[config.mk]
export PLATFORM = sky130hd
export DESIGN_NAME = clock_set_controller
export DESIGN_NICKNAME = d
export VERILOG_FILES = /design/src/rtl/clock_set_controller.sv
export SDC_FILE = /design/constraint.sdc
export NUM_CORES = 1
export LEC_CHECK = 0
export BUFFER_PORTS_ARGS = -buffer_cell sky130_fd_sc_hd__buf_2
export CAP_MARGIN = 5
export CORE_ASPECT_RATIO = 1.1
export CORE_MARGIN = 2
export CORE_UTILIZATION = 45
export CTS_BUF_LIST = sky130_fd_sc_hd__clkbuf_2 sky130_fd_sc_hd__clkbuf_4 sky130_fd_sc_hd__clkbuf_8
export CTS_CLUSTER_DIAMETER = 200
export DETAILED_ROUTE_END_ITERATION = 10
export GPL_TIMING_DRIVEN = 0
export PLACE_DENSITY = 0.74
export SETUP_SLACK_MARGIN = 0.02
export SYNTH_ARGS = -nofsm -noshare
export SYNTH_HDL_FRONTEND = slang
export SYNTH_SLANG_ARGS = --single-unit
[constraint.sdc]
create_clock -name clk -period 1.9 [get_ports clk]
set_input_delay 0.19 -clock clk [delete_from_list [all_inputs] [get_ports clk]]
set_output_delay 0.19 -clock clk [all_outputs]
set_load 0.1 [all_outputs]
[src/rtl/clock_set_controller.sv]
// Sequencing controller for the seconds/minutes/hours counter chain of a 12-hour clock.
// Turns the 1 Hz tick into count enables in RUN; handles hour/minute setting with auto-repeat and blanking.
//
// state   | meaning
// --------+----------------------------------------------------------
// RUN     | normal timekeeping, tick drives the counter chain
// SET_HR  | seconds frozen, btn_inc steps hours, hours digits blink
// SET_MIN | seconds frozen, btn_inc steps minutes, minutes digits blink
module clock_set_controller #(
    parameter int REPEAT_DELAY  = 50000000,
    parameter int REPEAT_PERIOD = 10000000,
    parameter int BLINK_HALF    = 25000000,
    parameter int TIMEOUT_S     = 30
) (
    input  logic       clk,
    input  logic       reset,
    input  logic       tick,
    input  logic       btn_mode,
    input  logic       btn_inc,
    input  logic       sec_max,
    input  logic       min_max,
    output logic       sec_ena,
    output logic       min_ena,
    output logic       hr_ena,
    output logic       sec_clr,
    output logic       hr_blank,
    output logic       min_blank,
    output logic [1:0] mode
);

    localparam int REP_MAX = (REPEAT_DELAY > REPEAT_PERIOD) ? REPEAT_DELAY : REPEAT_PERIOD;
    localparam int RW = $clog2(REP_MAX + 1);
    localparam int BW = $clog2(BLINK_HALF + 1);
    localparam int TW = $clog2(TIMEOUT_S + 1);

    localparam logic [RW-1:0] DELAY_LOAD  = RW'(REPEAT_DELAY - 1);
    localparam logic [RW-1:0] PERIOD_LOAD = RW'(REPEAT_PERIOD - 1);
    localparam logic [BW-1:0] BLINK_LOAD  = BW'(BLINK_HALF - 1);
    localparam logic [TW-1:0] TO_LOAD     = TW'(TIMEOUT_S - 1);

    typedef enum logic [1:0] {
        RUN     = 2'b00,
        SET_HR  = 2'b01,
        SET_MIN = 2'b10
    } state_t;

    state_t state, state_nxt;

    logic mode_q, mode_qq, inc_q, inc_qq;
    logic mode_press, inc_press;

    logic [RW-1:0] rep_cnt, rep_cnt_nxt;
    logic          rep_act, rep_act_nxt;
    logic [BW-1:0] blink_cnt, blink_cnt_nxt;
    logic          blink_phase, blink_phase_nxt;
    logic [TW-1:0] to_cnt, to_cnt_nxt;

    logic in_set, step, timeout;
    logic sec_ena_nxt, min_ena_nxt, hr_ena_nxt, sec_clr_nxt;
    logic hr_blank_nxt, min_blank_nxt;

    assign mode_press = mode_q & ~mode_qq;
    assign inc_press  = inc_q & ~inc_qq;
    assign mode       = state;

    always_ff @(posedge clk) begin
        if (reset) begin
            state       <= RUN;
            mode_q      <= 1'b0;
            mode_qq     <= 1'b0;
            inc_q       <= 1'b0;
            inc_qq      <= 1'b0;
            rep_cnt     <= '0;
            rep_act     <= 1'b0;
            blink_cnt   <= '0;
            blink_phase <= 1'b0;
            to_cnt      <= '0;
            sec_ena     <= 1'b0;
            min_ena     <= 1'b0;
            hr_ena      <= 1'b0;
            sec_clr     <= 1'b0;
            hr_blank    <= 1'b0;
            min_blank   <= 1'b0;
        end else begin
            state       <= state_nxt;
            mode_q      <= btn_mode;
            mode_qq     <= mode_q;
            inc_q       <= btn_inc;
            inc_qq      <= inc_q;
            rep_cnt     <= rep_cnt_nxt;
            rep_act     <= rep_act_nxt;
            blink_cnt   <= blink_cnt_nxt;
            blink_phase <= blink_phase_nxt;
            to_cnt      <= to_cnt_nxt;
            sec_ena     <= sec_ena_nxt;
            min_ena     <= min_ena_nxt;
            hr_ena      <= hr_ena_nxt;
            sec_clr     <= sec_clr_nxt;
            hr_blank    <= hr_blank_nxt;
            min_blank   <= min_blank_nxt;
        end
    end

    always_comb begin
        state_nxt       = state;
        in_set          = (state != RUN);
        step            = 1'b0;
        timeout         = 1'b0;
        rep_cnt_nxt     = rep_cnt;
        rep_act_nxt     = rep_act & inc_q;
        to_cnt_nxt      = to_cnt;
        blink_cnt_nxt   = blink_cnt;
        blink_phase_nxt = blink_phase;
        sec_ena_nxt     = 1'b0;
        min_ena_nxt     = 1'b0;
        hr_ena_nxt      = 1'b0;
        sec_clr_nxt     = 1'b0;
        hr_blank_nxt    = 1'b0;
        min_blank_nxt   = 1'b0;

        // A mode press takes priority over inc and kills any repeat in progress.
        if (in_set && !mode_press) begin
            if (inc_press) begin
                step        = 1'b1;
                rep_act_nxt = 1'b1;
                rep_cnt_nxt = DELAY_LOAD;
            end else if (rep_act && inc_q) begin
                if (rep_cnt == '0) begin
                    step        = 1'b1;
                    rep_cnt_nxt = PERIOD_LOAD;
                end else begin
                    rep_cnt_nxt = rep_cnt - RW'(1);
                end
            end
        end else begin
            rep_act_nxt = 1'b0;
            rep_cnt_nxt = '0;
        end

        // Timeout is evaluated independently of mode press so both can coincide in SET_HR.
        timeout = in_set && tick && (to_cnt == '0) && !step;
        if (!in_set || step || mode_press || timeout) begin
            to_cnt_nxt = TO_LOAD;
        end else if (tick) begin
            to_cnt_nxt = to_cnt - TW'(1);
        end

        case (state)
            RUN: begin
                if (mode_press) state_nxt = SET_HR;
            end
            SET_HR: begin
                if (timeout)         state_nxt = RUN;
                else if (mode_press) state_nxt = SET_MIN;
            end
            SET_MIN: begin
                if (timeout || mode_press) state_nxt = RUN;
            end
            default: state_nxt = RUN;
        endcase

        case (state)
            RUN: begin
                sec_ena_nxt = tick;
                min_ena_nxt = tick & sec_max;
                hr_ena_nxt  = tick & sec_max & min_max;
            end
            SET_HR:  hr_ena_nxt  = step;
            SET_MIN: min_ena_nxt = step;
            default: ;
        endcase

        sec_clr_nxt = in_set && (state_nxt == RUN);

        // Restart the blink on every mode change so the digits show immediately.
        if (state_nxt != state) begin
            blink_cnt_nxt   = BLINK_LOAD;
            blink_phase_nxt = 1'b0;
        end else if (blink_cnt == '0) begin
            blink_cnt_nxt   = BLINK_LOAD;
            blink_phase_nxt = ~blink_phase;
        end else begin
            blink_cnt_nxt = blink_cnt - BW'(1);
        end

        hr_blank_nxt  = (state_nxt == SET_HR) & blink_phase_nxt;
        min_blank_nxt = (state_nxt == SET_MIN) & blink_phase_nxt;
    end

endmodule

After elaboration in Yosys (flattened, before gate mapping)
Index checks and enable logic that the tools add are counted.

Flip-flop bits (word level): 70. Latch bits: 0. Bits in writable memories: 0. Bits in read-only memories: 0. Input port bits: 7. Output and inout port bits: 8. Memories: 0.

Add/subtract/negate cells: 3. Multiply operators: 0. Divide/modulo/power cells: 0. Magnitude comparators: 0. Equality and inequality tests: 5. Shifts and indexed selects: 0. Mux-type cells: 21. Bitwise logic cells: 12. Reduce and logical (&&, ||, !) cells: 26.

Operators with widths (number): $mux W26 (3); $mux W25 (2); $logic_not A26 Y1 (1); $sub A26 B1 Y26 const B (1); $logic_not A25 Y1 (1); $sub A25 B1 Y25 const B (1); $mux W5 (2); $mux W2 (4); $and A1 B1 Y1 (7); $mux W1 (7); $logic_and A1 B1 Y1 (6); $pmux W2 S3 (1); $reduce_bool A2 Y1 (3); $reduce_or A2 Y1 (3); $reduce_or A3 Y1 (2); $logic_not A5 Y1 (1); $not A1 Y1 (5); $sub A5 B1 Y5 const B (1); $eq A2 B1 Y1 const B (2); $eq A2 B2 Y1 const B (2); $logic_not A2 Y1 (2); $logic_or A1 B1 Y1 (4); $pmux W1 S2 (2); $logic_not A1 Y1 (3); $ne A2 B2 Y1 (1).

Depth between registers and ports, before layout
Gate-level depths: netlist of run 1.

Word-level depth: 13. Mapped depth: 8. Gate-level depth less buffers: 7.

Worst setup path after synthesis of run 1
Ideal clock, no wire load.

Kind: register to register. Start point: register state[1] (netlist: mode[1]). End point: register rep_cnt[21]. Arrival: 1.988 ns. Setup slack: -0.146 ns. Stages on the path, launching flop included: 6. Path buffers: 1. Path through: dfxtp_1 o21ai_0 nand2b_1 clkbuf_1 nor4_1 a211o_1.

Cells in the longest elaborated chain, start to end: 4.

Ends and longest elaborated chain: start: declaration (line 47) `state_t state, state_nxt;`; start signal: assignment (line 85) `state <= state_nxt;`; $reduce_bool A2 Y1 (line 106) `in_set = (state != RUN);`; $logic_and A1 B1 Y1 (line 122) `if (in_set && !mode_press) begin`; $not A1 Y1 (no source line); $reduce_or A2 Y1 (no source line); end signal: assignment (line 90) `rep_cnt <= rep_cnt_nxt;`; end: declaration (line 52) `logic [RW-1:0] rep_cnt, rep_cnt_nxt;`.

No other way between the ends. A chain may end at the register's enable or synchronous reset.

Final worst setup path of run 1
Start point: register rep_cnt[11]. End point: register rep_cnt[22].

Cells in the longest elaborated chain, start to end: 4. Elaborated cells between the ends (all ways): 5. Classes of those cells: 1 x add/sub; 3 x mux; 1 x reduce/logical.

Ends and longest elaborated chain: $sub A26 B1 Y26 / $logic_not A26 Y1 (equally long branches) (line 132, 128); $mux W26 * (line 128) `if (rep_cnt == '0) begin`; $mux W26 * (line 127) `end else if (rep_act && inc_q) begin`; $mux W26 * (line 123) `if (inc_press) begin`.

Mark *: on every way between the ends. The rest lies on a longest branch, timed or not. The select of a mux whose other input is x is not followed.

==> results of run 1 <==
==> power groups by stage <==
stage | Clock [uW] | Combinational (uW) | Sequential [uW]
floorplan | 0 | 482 | 1710
global placement | 0 | 626 | 1690
detailed placement | 0 | 636 | 1690
CTS | 1500 | 716 | 1660
global route | 1570 | 901 | 1680
finish | 1480 | 834 | 1670
==> final timing paths <==
kind | from | endpoint | slack, ps | depth (start not counted)
min | btn_mode | mode_q | 50 | 2
max | rep_cnt[11] | rep_cnt[22] | -310 | 6
max reg2reg | rep_cnt[11] | rep_cnt[22] | -310 | 6
min reg2reg | rep_cnt[0] | rep_cnt[0] | 500 | 1
==> cell type report <==
type	instances	share of cell area, %
buffer	14	1.486
clock buffer	10	3.206
clock inverter	6	2.536
inverter	7	0.6121
multi-input combinational	288	50.34
sequential	70	33.08
tap	87	2.536
timing repair buffer	36	6.208
==> synthesized netlist by cell type, drive strengths merged, types with 4 or more instances <==
cell / instances
nand2: 22
nor3: 27
clkbuf: 15
ha: 5
a21oi: 40
or3: 13
o31ai: 4
nand2b: 6
nor2: 31
nor2b: 6
xor2: 15
xnor2: 28
nand4: 4
inv: 7
nand3: 7
o21ai: 9
nor4: 23
a31oi: 8
dfxtp: 70
nor4b: 5
or4: 6
==> flip-flops by register name, indices dropped and copies added (netlist names), 2 cells and up <==
| name | cells |
|---|---|
| blink_cnt | 25 |
| mode | 2 |
| to_cnt | 5 |
| rep_cnt | 26 |
==> cell families after synthesis <==
kind of cell | share of synthesized area (%)
adder cells (fa/ha/maj) | 1.846
flip-flops | 41.34
multiplexers | 0.2953
buffers and inverters | 2.769
AO/OA/AOI/OAI | 13.99
AND/OR/NAND/NOR | 28.65
XOR/XNOR | 11.11
==> critical path, delay by kind of cell, from the launching register on <==
kind                   cells  cell delay [ps]
buffers and inverters      1              160
flip-flops                 1              350
AO/OA/AOI/OAI              1              260
AND/OR/NAND/NOR            3             1190
XOR/XNOR                   1              140
==> routing by layer <==
metal | wire, um | global-route usage [%] | up-vias
met5 | 0 | 0 | -
met4 | 406 | 12.37 | 0
met3 | 569 | 4.589 | 40
met2 | 3873 | 31.35 | 128
met1 | 3908 | 28.63 | 1486
li1 | - | - | 1475
==> per-stage QoR <==
step           util, %  instance area [sq um]  TNS [ps]
3_5_place_dp     48.55                   3588    -14600
2_1_floorplan        -                   3415     -1327
3_3_place_gp     48.55                   3588    -13170
5_1_grt          58.08                   4293     -8137
4_1_cts          55.17                   4078     -2124
6_report         58.08                   4293     -5288
==> what timing repair did <==
item / CTS / global route
pin swaps: 13 / 29
setup endpoints to repair: 61 / 60
gates resized for setup: 25 / 37
buffers inserted: 13 / 10
==> metrics.md, run 1 <==
| Metric | Value |
|---|---|
| Max Freq | `about 0.45 GHz` |
| Crit path cell chain | `or4_4 -> or3_4 -> buf_4 -> nor4_4 -> xor2_1 -> a31o_2` |
| FFs w/ async S/R, synth | `0%` |
| Worst relative slew slack | `58.55%` |
| Total Nets Final | `about 440` |
| Slew @ Worst Pin | `621.7 ps` |
| Largest net degree at the start of global routing | `13` |
| I/O pins | `15` |
| Comb pwr share | `between 20% and 30%` |
| Pwr Density | `around 930 nW/um^2` |
| Final ANT Viol Nets | `0` |
| Diode count | `0` |
| Net Sw Frac | `about 29%` |
| Post-synthesis cell area | `between 3000 and 4000 sq um` |
| YS warnings | `0` |
| Worst skew pair latency | `~350 ps` |
| Initial drt markers | `304` |
| Max clock buf depth | `2` |
| Worst hold path class | `primary input to flop` |
| Core area | `between 7000 and 8000 sq um` |
| CTS H-tree depth | `3` |
| RSZ-0062 raised after global routing | `true` |
| Crit. End Element | `flop` |
| Leak | `around 0.0016 uW` |
| Seq/Total Area, Yosys | `roughly 41%` |
| All-Layer GR Usage | `around a fifth` |
| Minimum clock period | `2207 ps` |
| Clk slew on worst S/H paths | `80 ps` |
| Post-DP HPWL | `about 5400 um` |
| Outcome | `finished, violations left` |
| Congestion Overflow GR | `0` |
| Number of remaining DRC errors | `0` |
| Setup Crit Path Kind | `flop to flop` |
| Top post-synthesis cells by area | `dfxtp_1, xnor2_1, a21oi_1` |
| P_sw | `between 1000 and 1500 uW` |
| VDD IR max | `between 0.3 and 0.4 mV` |
| Clk_skew | `7.258 ps` |
| Placed cells | `a little under 500` |
| GP Congestion | `between 0.8 and 0.9` |
| Final Max Tran Viols | `0` |
| Die footprint | `roughly 8000 sq um` |
| Commonest cells after routing, fill and taps aside | `dfxtp_1, a21oi_1, nor2_1` |
| Initial antenna violation count | `0` |
| Dominant synthesized flop cell | `dfxtp_1` |
| Vias in the first global route | `roughly 2800` |
| Seq cells post-synth | `70` |
| Syn avg cell area | `~8.9 sq um` |
| FP Rows | `33` |
| Required time worst endpoint | `about 2200 ps` |
| Initial Utilization | `between 40% and 50%` |
| First-pass GRT wire length | `between 10000 and 15000 um` |
| Post-synth top area share | `between 40 and 50%` |
| P_int | `~2800 uW` |
| Fin crit share | `116.2%` |
| CP Max Fanout | `4` |
| Commonest non-fill, non-tap cell in the layout | `dfxtp_1` |
| Layout cells sized above 1 | `around 28%` |
| Crit-path slowest cell | `or4_4` |
| CTS tree | `built` |
| FF/Latch Area | `roughly 1400 sq um` |
| Inserted Clock Buffers | `9` |
| Final std cells w/o fill | `just over 500` |
| Die Wd | `roughly 87 um` |
| Final setup viols | `33` |
| Die height | `95.03 um` |
| Max cap viols | `0` |
| Tot Pwr | `3983 uW` |
| DRT Pass-1 Iters | `5` |
| Fillers | `592` |
| Flop pwr share | `between 40% and 50%` |
| Post-place setup slack | `-429.7 ps` |
| Max incr delay on CP | `~580 ps` |
| Post-synthesis cell type with the largest combined area | `dfxtp_1` |
| Routed WL | `between 8000 and 9000 um` |
| Multi-input logic area | `between 2000 and 2500 sq um` |
| Unique masters post-synth | `50` |
| WHS | `around 54 ps` |
| Final setup margin | `-307.2 ps` |
| Input/output buffers | `13` |
| Total number of vias | `~3100` |
| Startpoint Class | `flop` |
| Clock Power Share | `between 30% and 40%` |
| # hold bufs at CTS | `0` |
| Gate Count Post-Synth | `between 300 and 400` |
| Root Driver | `clkbuf_8` |
| Number of synthesized flops with an enable pin | `0` |
| Crit path DAT | `between 2000 and 2500 ps` |
| Fin. Hold Viols | `0` |
| Syn nets | `393` |
| Wire per inst | `roughly 17 um` |
| Area grow syn2layout | `26.65%` |
| Post-DR vias/cell | `6.041` |
| CTS Sinks | `70` |
| Failing checks | `negative setup slack` |
Note: power is estimated with default switching activity, not from simulation.
==> run 2, diff against run 1 <==
- ABC_AREA: not set -> 1
- SETUP_SLACK_MARGIN: 0.02 -> not set
==> run 2 against run 1 <==
  * The run now ends clean
  * Register-to-register slack gained 400 ps
  * Total power is essentially flat
  * Largest power group unchanged
  * Combinational power grew 6.7%
  * Worst hold slack gained 2.1 ps
  * Wire length shrank 10%
  * Synthesized area grew 5.2%
  * Worst setup slack gained 400 ps
  * Sequential cell count is the same
  * Largest cell class unchanged
  * Non-clock buffer count shrank 22
  * Die area grew 4.9%
  * Design area shrank 4.0%
  * Critical path depth grew 3
==> metrics.md, run 2 <==
| Metric | Value |
|---|---|
| Outcome | `completed` |
| Total Nets Final | `552 (+26%)` |
| Top post-synthesis cells by area | `dfxtp_1, nor2_1, nand2_1` |
| CP bufs+invs | `2 (+1)` |
| Placed cell area | `3767 sq um (+5.0%)` |
| Crit path DAT | `2050 ps (-410 ps)` |
| Final ANT Viol Nets | `0 (unchanged)` |
| YS warnings | `0 (unchanged)` |
| CP Max Fanout | `4 (unchanged)` |
| Initial antenna violation count | `0 (unchanged)` |
| Fin. Hold Viols | `0 (unchanged)` |
| Number of remaining DRC errors | `0 (unchanged)` |
| Post-synth top area share | `39.31% (-2.0 points)` |
| Crit-path slowest cell | `dfxtp_1` |
| Die Wd | `88.86 um (+2.4%)` |
| DRT Pass-1 Iters | `5 (unchanged)` |
| Max cap viols | `0 (unchanged)` |
| Core area | `7785 sq um (+5.3%)` |
| Largest regs | `rep_cnt: 26 flops, blink_cnt: 25 flops, to_cnt: 5 flops` |
| Commonest non-fill, non-tap cell in the layout | `nor2_1` |
| Die footprint | `8650 sq um (+4.9%)` |
| Final Max Tran Viols | `0 (unchanged)` |
| Max clock buf depth | `2 (unchanged)` |
| Slew @ Worst Pin | `502.3 ps (-119.4 ps)` |
| Max Freq | `0.5539 GHz (+22%)` |
| CTS H-tree depth | `3 (unchanged)` |
| Max reg flops | `26 (unchanged)` |
| Syn avg cell area | `7.017 sq um (-21%)` |
| Final setup margin | `94.78 ps (+402.0 ps)` |
| Worst r2r src | `blink_cnt[0]` |
| Cell with the most instances after synthesis | `nor2_1` |
| Max incr delay on CP | `330 ps (-250 ps)` |
| Clk slew on worst S/H paths | `80 ps (about the same)` |
| # hold bufs at CTS | `0 (unchanged)` |
| Design area | `4120 sq um (-4.0%)` |
| Congestion Overflow GR | `0 (unchanged)` |
| Required time worst endpoint | `2140 ps (about the same)` |
| Routed WL | `7870 um (-10%)` |
| Clk_skew | `10.34 ps (+3.083 ps)` |
| Setup Crit Path Kind | `flop to flop` |
| Unique masters post-synth | `29 (-42%)` |
| Post-place setup slack | `16.46 ps (+446.1 ps)` |
| Commonest cells after routing, fill and taps aside | `nor2_1, nand2_1, inv_1` |
| Total number of vias | `3217 (+2.8%)` |
| Hold depth | `3 (+1)` |
| Crit. End Element | `flop` |
| Worst skew pair latency | `340 ps (about the same)` |
| Pwr Density | `966.6 nW/um^2 (+4.2%)` |
| CTS tree | `built` |
| CTS Sinks | `70 (unchanged)` |
| WHS | `56.21 ps (+2.142 ps)` |
| Post-synthesis cell type with the largest combined area | `dfxtp_1` |
| Largest net degree at the start of global routing | `13 (unchanged)` |
| Leak | `0.002055 uW (+27%)` |
| Levels on crit path | `9 (+3)` |
| I/O pins | `15 (unchanged)` |
| Layout cells sized above 1 | `14.86% (-13 points)` |
| Fin crit share | `95.01% (-21 points)` |
| First-pass GRT wire length | `13560 um (-0.40%)` |
| Biggest register | `rep_cnt` |
| Fillers | `747 (+26%)` |
| Dominant synthesized flop cell | `dfxtp_1` |
| Initial drt markers | `105 (-65%)` |
| FP Rows | `34 (+3.0%)` |
| Diode count | `0 (unchanged)` |
| Die height | `97.35 um (+2.4%)` |
| Syn nets | `520 (+32%)` |
| Vias in the first global route | `3144 (+11%)` |
| CP endpoint | `blink_cnt[18]` |
| VDD IR max | `0.4674 mV (+34%)` |
| Reg2reg end | `blink_cnt[18]` |
| Final core occ | `52.93% (-5.2 points)` |
| Number of synthesized flops with an enable pin | `0 (unchanged)` |
| Post-synth top cells | `nor2_1, nand2_1, inv_1` |
| Critical path's most frequent cell | `inv_1` |
| Startpoint Class | `flop` |
| Final setup viols | `0 (-100%)` |
| Inserted Clock Buffers | `9 (unchanged)` |
| Worst hold path class | `primary input to flop` |
| Critical path origin | `blink_cnt[0]` |
| Reg2reg setup slack | `90 ps (+400 ps)` |
| Area grow syn2layout | `15.58%` |
| Minimum clock period | `1805 ps (-402.0 ps)` |
| All-Layer GR Usage | `19.42% (-1.9 points)` |
| Seq/Total Area, Yosys | `39.31% (-2.0 points)` |
| Wire per inst | `12.05 um (-29%)` |
| Initial Utilization | `45.79% (-0.072 points)` |
| Seq cells post-synth | `70 (unchanged)` |
| FFs w/ async S/R, synth | `0% (unchanged)` |
| Gate Count Post-Synth | `508 (+33%)` |
| Post-DR vias/cell | `4.926 (-18%)` |
| Post-DP HPWL | `5639 um (+4.6%)` |
| Input/output buffers | `13 (unchanged)` |
| GP Congestion | `0.8962 (+3.8%)` |
| Root Driver | `clkbuf_8` |
| Reg2reg path depth | `9 (+3)` |
| Post-synthesis cell area | `3565 sq um (+5.2%)` |
| CP top delay family | `simple AND/OR/NAND/NOR gates` |
| RSZ-0062 raised after global routing | `true` |
| Final setup TNS | `0 ps (+5288 ps)` |
| Crit path cell chain | `inv_1 -> ha_1 -> nand2_1 -> nor2_1 -> nand3_1 -> nor3_1 -> xor2_1 -> o21ai_1 -> inv_1` |
| Worst relative slew slack | `66.51% (+8.0 points)` |
[run 2: changes by cell type after synthesis, sizes merged, moves of 9 or more]
cell	previous run	this run
nor2	31	106
inv	7	80
nand2	22	92
a21oi	40	16
nor4	23	2
o21ai	9	29
nand3	7	22
or3	13	0
xnor2	28	15
clkbuf	15	4
nor3	27	16
xor2	15	24
[run 2: area by class of cell]
type,count,area [sq um],area share (%)
clock inverter,4,76.32,1.852
timing repair buffer,21,125.1,3.037
inverter,80,300.3,7.288
clock buffer,12,165.2,4.008
tap,108,135.1,3.280
buffer,7,40.04,0.9718
multi-input combinational,351,1874,45.49
sequential,70,1404,34.07
[run 2: metal layers]
layer  vias to the layer above  track usage (%)  part of all wire, %
met5                         -                0                    0
met4                         0            6.061                  2.1
met3                        19            5.098                  4.0
met2                        71            33.12                   51
met1                      1487            23.38                   43
li1                       1640                -                    -
[run 2: how the worst min path moves through the flow]
stage / startpoint / to / slack, ps
2_1_floorplan: btn_inc / inc_q / 300
3_3_place_gp: btn_mode / mode_q / 390
3_5_place_dp: btn_mode / mode_q / 410
4_1_cts: btn_mode / mode_q / 50
5_1_grt: btn_inc / inc_q / 60
6_report: btn_mode / mode_q / 60
[run 2: cell families after synthesis]
family / share of synthesized area [%]
compound gates: 7.476
xor+xnor: 9.582
fa+ha+maj: 1.755
buf+inv: 9.442
flops: 39.31
simple gates: 32.43
[run 2: report_power, final]
group	internal, uW	switching [uW]	total (uW)
logic	309	581	890
registers	1570	92.5	1670
clock network	852	573	1420
[run 2: worst reg2reg max path: cells and delay by family, from the launching register on]
family / cells / cell delay, ps
flops: 1 / 330
buf+inv: 2 / 130
compound gates: 1 / 140
simple gates: 4 / 820
fa+ha+maj: 1 / 180
xor+xnor: 1 / 110
[run 2: repair_timing]
item	in CTS	in global routing
buffers inserted	0	8
setup endpoints to repair	0	36
resized for setup	0	14
[run 2: stage by stage]
stage	total power [uW]	cells
2_1_floorplan	2375	508
3_3_place_gp	2515	629
3_5_place_dp	2539	629
4_1_cts	3971	645
5_1_grt	4209	653
6_report	3983	653
